## config.mk

```make
export PLATFORM = sky130hd
export DESIGN_NAME = rf_write_ctrl
export DESIGN_NICKNAME = d
export VERILOG_FILES = /design/src/rtl/rf_write_ctrl.sv
export SDC_FILE = /design/constraint.sdc
export NUM_CORES = 1
export LEC_CHECK = 0
export BUFFER_PORTS_ARGS = -buffer_cell sky130_fd_sc_hd__buf_2
export CORE_MARGIN = 2
export CORE_UTILIZATION = 40
export CTS_BUF_LIST = sky130_fd_sc_hd__clkbuf_4 sky130_fd_sc_hd__clkbuf_8
export CTS_CLUSTER_DIAMETER = 200
export CTS_CLUSTER_SIZE = 14
export DETAILED_ROUTE_END_ITERATION = 6
export HOLD_SLACK_MARGIN = 0.15
export PLACE_DENSITY = 0.62
export SYNTH_ARGS = -nofsm -noshare
export SYNTH_HDL_FRONTEND = slang
export SYNTH_SLANG_ARGS = --single-unit
```

## constraint.sdc

```tcl
create_clock -name clk -period 4.59 [get_ports clk]
set_clock_uncertainty 0.15 [all_clocks]
set_input_delay 0.918 -clock clk [delete_from_list [all_inputs] [get_ports clk]]
set_output_delay 0.918 -clock clk [all_outputs]
set_load 0.03 [all_outputs]
```

## src/rtl/rf_write_ctrl.sv

```systemverilog
// Register-file write-port arbiter: zero-fills the file after reset, then merges
// pipeline writeback (strict priority) with a 2-deep buffer of multi-cycle unit results.
module rf_write_ctrl #(
    parameter int CLEAR_EN = 1
) (
    input  logic        clk,
    input  logic        rst,
    input  logic        wb_we,
    input  logic [4:0]  wb_addr,
    input  logic [31:0] wb_data,
    input  logic        mdu_valid,
    input  logic [4:0]  mdu_addr,
    input  logic [31:0] mdu_data,
    output logic        mdu_ready,
    output logic        rf_we,
    output logic [4:0]  rf_addr,
    output logic [31:0] rf_data,
    output logic        busy,
    output logic [1:0]  pend_cnt,
    output logic        fsm_state
);

    // MDU handshake: a result transfers on the posedge where mdu_valid and
    // mdu_ready are both 1; mdu_valid must hold with stable addr/data until then.

    typedef enum logic {
        S_CLEAR = 1'b0,
        S_RUN   = 1'b1
    } state_t;

    localparam state_t RST_STATE = (CLEAR_EN != 0) ? S_CLEAR : S_RUN;

    state_t      state;
    logic [4:0]  clr_cnt;
    logic [1:0]  cnt;
    logic [36:0] fifo0;
    logic [36:0] fifo1;

    logic        wb_sel;
    logic        pop;
    logic        push;
    logic [1:0]  level_after_pop;

    assign wb_sel    = wb_we && (wb_addr != 5'd0);
    assign mdu_ready = !rst && (state == S_RUN) && (cnt != 2'd2);
    assign pop       = !rst && (state == S_RUN) && !wb_sel && (cnt != 2'd0);
    assign push      = mdu_valid && mdu_ready && (mdu_addr != 5'd0);
    assign busy      = rst || (state == S_CLEAR);
    assign pend_cnt  = cnt;
    assign fsm_state = state;

    assign level_after_pop = cnt - {1'b0, pop};

    always_ff @(posedge clk or posedge rst) begin
        if (rst) begin
            state   <= RST_STATE;
            clr_cnt <= 5'd0;
            cnt     <= 2'd0;
            fifo0   <= '0;
            fifo1   <= '0;
        end else begin
            case (state)
                S_CLEAR: begin
                    clr_cnt <= clr_cnt + 5'd1;
                    if (clr_cnt == 5'd31) begin
                        state <= S_RUN;
                    end
                end
                S_RUN: begin
                    if (pop) begin
                        fifo0 <= fifo1;
                    end
                    // The push lands in the slot that is free after this cycle's pop.
                    if (push) begin
                        if (level_after_pop == 2'd0) begin
                            fifo0 <= {mdu_addr, mdu_data};
                        end else begin
                            fifo1 <= {mdu_addr, mdu_data};
                        end
                    end
                    cnt <= cnt + {1'b0, push} - {1'b0, pop};
                end
                default: state <= RST_STATE;
            endcase
        end
    end

    always_comb begin
        rf_we   = 1'b0;
        rf_addr = 5'd0;
        rf_data = 32'd0;
        if (!rst) begin
            if (state == S_CLEAR) begin
                rf_we   = 1'b1;
                rf_addr = clr_cnt;
            end else if (wb_sel) begin
                rf_we   = 1'b1;
                rf_addr = wb_addr;
                rf_data = wb_data;
            end else if (cnt != 2'd0) begin
                rf_we   = 1'b1;
                rf_addr = fifo0[36:32];
                rf_data = fifo0[31:0];
            end
        end
    end

endmodule

```

==> results.md <==
STA:
- The headroom to the max-slew limit is 0.4791.
- Setup repair after global routing left no endpoint under its margin.
- The slack of the critical path is 0.6542 ns.
- Setup violations remaining at the end of the flow were counted as 0.
- The final max-slew violation count came to 0.
- The number of endpoints with negative hold slack in the final report is 0.
- The pin slew with the least headroom to its limit is 0.7805 ns.
- The setup TNS is 0 ns.
- The final cycle utilization of the critical path is 0.8575.
- The post-layout minimum cycle time is 3.936 ns.
- Timing would allow up to 254.1 MHz.

Global route:
- The met2 track utilization from global routing is 0.2677.
- The overall track demand over capacity in global routing is 0.1681.
- For this run, global-route usage on met3 was measured as 0.04143.
- The number of antenna violations at the first check in global routing was 1.
- The number of global-route vias before repair is 2941.
- met2 is the most crowded layer.
- Entering global routing, the biggest net connects 47 pins.
- For this run, global-route usage on met1 was measured as 0.2280.
- The first global-routing pass estimated 14710 µm of wire.
- For this run the aggregate overflow at the end of global routing stands at 0.

Synth:
- The cell area that synthesis handed to floorplanning was around 0.004 mm².
- The synthesis warning total is 0.
- Synthesis handed over a netlist of between 300 and 400 instances.
- The most frequent cell after synthesis is mux2_2.
- In this run, synthesis inferred 0 flip-flops with an integrated enable.
- The number of unique standard cell types used by synthesis is 31.
- After synthesis, the most frequently instantiated cells are mux2_2, dfrtp_1, a22o_1.
- The number of synthesized register bits is between 80 and 90.
- Ranked by total cell area, the synthesized netlist is headed by dfrtp_1, mux2_2, a22o_1.
- Synthesis produced a netlist with a net count of 390.
- The most used flip-flop cell after synthesis is dfrtp_1.
- The synthesized area per cell is between 10 and 15 µm².
- In the synthesized netlist the async set-or-reset flop fraction comes to 1.000.
- For this run, the register share of the synthesized area comes to 0.4992.
- The biggest area contributor in the post-synthesis netlist is dfrtp_1.
- The proportion of netlist area held by the largest area contributor is 0.4992.

Route:
- The antenna violation net count after detailed routing is 0.
- The mean routed wirelength per cell is 15.95 µm.
- The number of detailed-routing iterations run before antenna repair is 4.
- Dividing the detail-routed via count by the number of cells gives 5.078.
- Summed over all layers, the routed wires come to 9030 µm.
- In the routed design, unresolved DRC markers number 0.
- The number of violations reported at the end of detailed-routing iteration 0 is 100.
- The routed layout has 2874 vias.

Critical path:
- STA classifies the critical path startpoint as an input port.
- By instance count, the cell type seen most on the critical path is buf_2.
- For the worst setup path, the data required time is 3.52 ns.
- Walking the worst path, the cells encountered are buf_2 -> or4_1 -> o21ai_1 -> nor2_2 -> buf_4 -> a22o_1 -> buf_2.
- The endpoint identified for the worst register-to-register timing path is pend_cnt[1]$_DFFE_PP0P_.
- Counting both buffers and inverters, the worst setup path holds a total of 3.
- The most critical setup path has its endpoint at rf_data[27].
- The worst setup path is captured at a primary output.
- Data on the critical path arrives at its endpoint at between 2 and 3 ns.
- The number of cells on the worst reg-to-reg path is 9.
- The startpoint of the lowest-slack register-to-register path is fsm_state$_DFF_PP0_.
- The worst setup path category is input port to primary output.
- The gate family responsible for the most delay along the worst path is simple AND/OR/NAND/NOR gates.
- The largest single stage delay on the critical path is about 0.54 ns.
- The slowest stage of the critical path belongs to the cell or4_1.
- Of all nets on the critical path, the largest fanout is 29.
- The critical path crosses 7 cells after its start point.
- Across all register-to-register paths, the minimum setup slack is 1.50 ns.
- The start point of the critical path is wb_addr[2].

Place:
- The HPWL after detailed placement is 6299 µm.
- The number of placed instances, taps included, is 549.
- Routability-driven placement finished with a final weighted congestion of slightly above 0.8.
- The count of input and output buffers is 120.
- The pre-CTS setup slack is 0.6759 ns.

CTS:
- Post-CTS repair changed the size of 0 cells.
- TritonCTS created 9 clock buffers.
- The setup fix buffers added after clock tree synthesis is 0.
- The root buffer cell is clkbuf_8.
- The level count of the clock H-tree is 3.
- The clock transition at the registers of the reported paths is ~0.080 ns.
- TritonCTS built the clock tree.
- Hold repair after CTS inserted 0 buffers.
- The number of clock sinks is 82.
- The clock latency at the later pin of the worst-skew pair is 0.34 ns.
- In this run the deepest clock path goes through 2 buffers.

Flow run:
- The total of max-cap violations is 0.

Min path:
- The type of the tightest min-delay check is register to register.

Pwr:
- The worst vdd rail ir drop is about 0.23 mV.
- Power spread over the standard cell area amounts to 547.0 mW/mm².
- The analysis attributes to cell leakage a power of approximately 2.4 nW.
- The design draws 2.769 mW.

Layout:
- The final-stage net count is slightly above 500.
- Once layout is complete, the utilization of the core stands at 0.4993.
- The number of filler instances in the final layout is 945.
- The share of post-route cells with drive strength above 1 is 0.6084.
- Compared with the post-synthesis result, the final layout area differs by 23.17%.
- The non-filler instance count after layout is 566.

Floorplan:
- about 120 I/O pins were placed.
- The floorplan core area is 0.01014 mm².
- From left edge to right edge, the die measures 105.4 µm.
- The floorplan step set the die height to around 110 µm.
- The area of the die is 0.01110 mm².
- The floorplan has 37 rows.
- The effective utilization at floorplan is 0.4054.

Status:
- The run finished with clean final reports.
[cell families after synthesis]
kind of cell	count (synthesis)	synth area share
muxes	113	0.3096
DFF	82	0.4992
AOI/OAI and AO/OA	48	0.1023
and+or+nand+nor	29	0.03471
buffers and inverters	27	0.03135
xor gates and xnor gates	5	0.01065
adders and majority gates	4	0.01218
[final cells by class]
cell class / count / area [µm²] / share of cell area
inverter: 5 / 20.02 / 0.003955
clock buffer: 11 / 145.1 / 0.02867
timing repair buffer: 127 / 665.6 / 0.1315
sequential: 82 / 2052 / 0.4053
tap: 136 / 170.2 / 0.03361
multi-input combinational: 199 / 1943 / 0.3838
antenna: 1 / 2.502 / 0.0004943
clock inverter: 5 / 63.81 / 0.01261
[layer usage]
metal,wire length (µm),vias to the layer above
li1,-,1380
met1,4139,1410
met2,4286,77
met3,518,7
met4,85,0
met5,0,-
[how the worst min path moves through the flow]
stage | from | end | slack [ns] | depth (start not counted)
finish | fifo1[33]$_DFFE_PP0P_ | fifo1[33]$_DFFE_PP0P_ | 0.36 | 1
global route | fifo1[27]$_DFFE_PP0P_ | fifo1[27]$_DFFE_PP0P_ | 0.37 | 1
CTS | fifo1[8]$_DFFE_PP0P_ | fifo1[8]$_DFFE_PP0P_ | 0.36 | 1
detailed placement | fifo1[13]$_DFFE_PP0P_ | fifo1[13]$_DFFE_PP0P_ | 0.34 | 1
global placement | fifo1[22]$_DFFE_PP0P_ | fifo1[22]$_DFFE_PP0P_ | 0.33 | 1
floorplan | clr_cnt[3]$_DFFE_PP0N_ | clr_cnt[3]$_DFFE_PP0N_ | 0.31 | 1
[flip-flops by register name, summed over array words and instances (netlist names)]
name / cells
clr_cnt: 5
fifo0: 37
fifo1: 37
fsm_state: 1
pend_cnt: 2
[power by group]
| group | leakage, nW | switching (mW) | internal [mW] |
|---|---|---|---|
| Sequential | 0.999 | 0.189 | 1.06 |
| Combinational | 1.33 | 0.423 | 0.565 |
| Clock | 0.103 | 0.259 | 0.275 |
| Total | 2.44 | 0.872 | 1.90 |
[cells in the final DEF (no fill, tap or decap), types with 2 or more instances in the layout]
cell	Yosys	layout
mux2_2	112	112
buf_4	0	6
dfrtp_1	82	82
o21ai_0	3	3
a311oi_1	5	5
or4_1	2	2
inv_1	5	4
a22o_1	32	32
nand2_1	8	8
ha_1	4	4
xnor2_1	4	4
clkinv_4	0	3
o21a_1	2	2
nand3_1	5	5
buf_2	4	120
nor2_1	7	6
or2_2	2	2
clkbuf_8	0	10
[worst register-to-register path: stages (launching register included)]
cell,delay (ns)
dfrtp_1,0.77
nor2b_1,0.37
nand4_1,0.18
inv_1,0.53
ha_1,0.36
inv_1,0.06
ha_1,0.15
xor2_1,0.16
nand2_1,0.08
xnor2_1,0.16
[stage by stage]
| step | area [µm²] | hold WS, ns |
|---|---|---|
| final | 5062 | 0.3554 |
| after global routing | 5060 | 0.3662 |
| after CTS | 5060 | 0.3617 |
| after detailed placement | 4851 | 0.3419 |
| after global placement | 4851 | 0.3330 |
| after floorplan | 4110 | 0.3103 |
No activity file was read; power rests on OpenSTA's default activity.
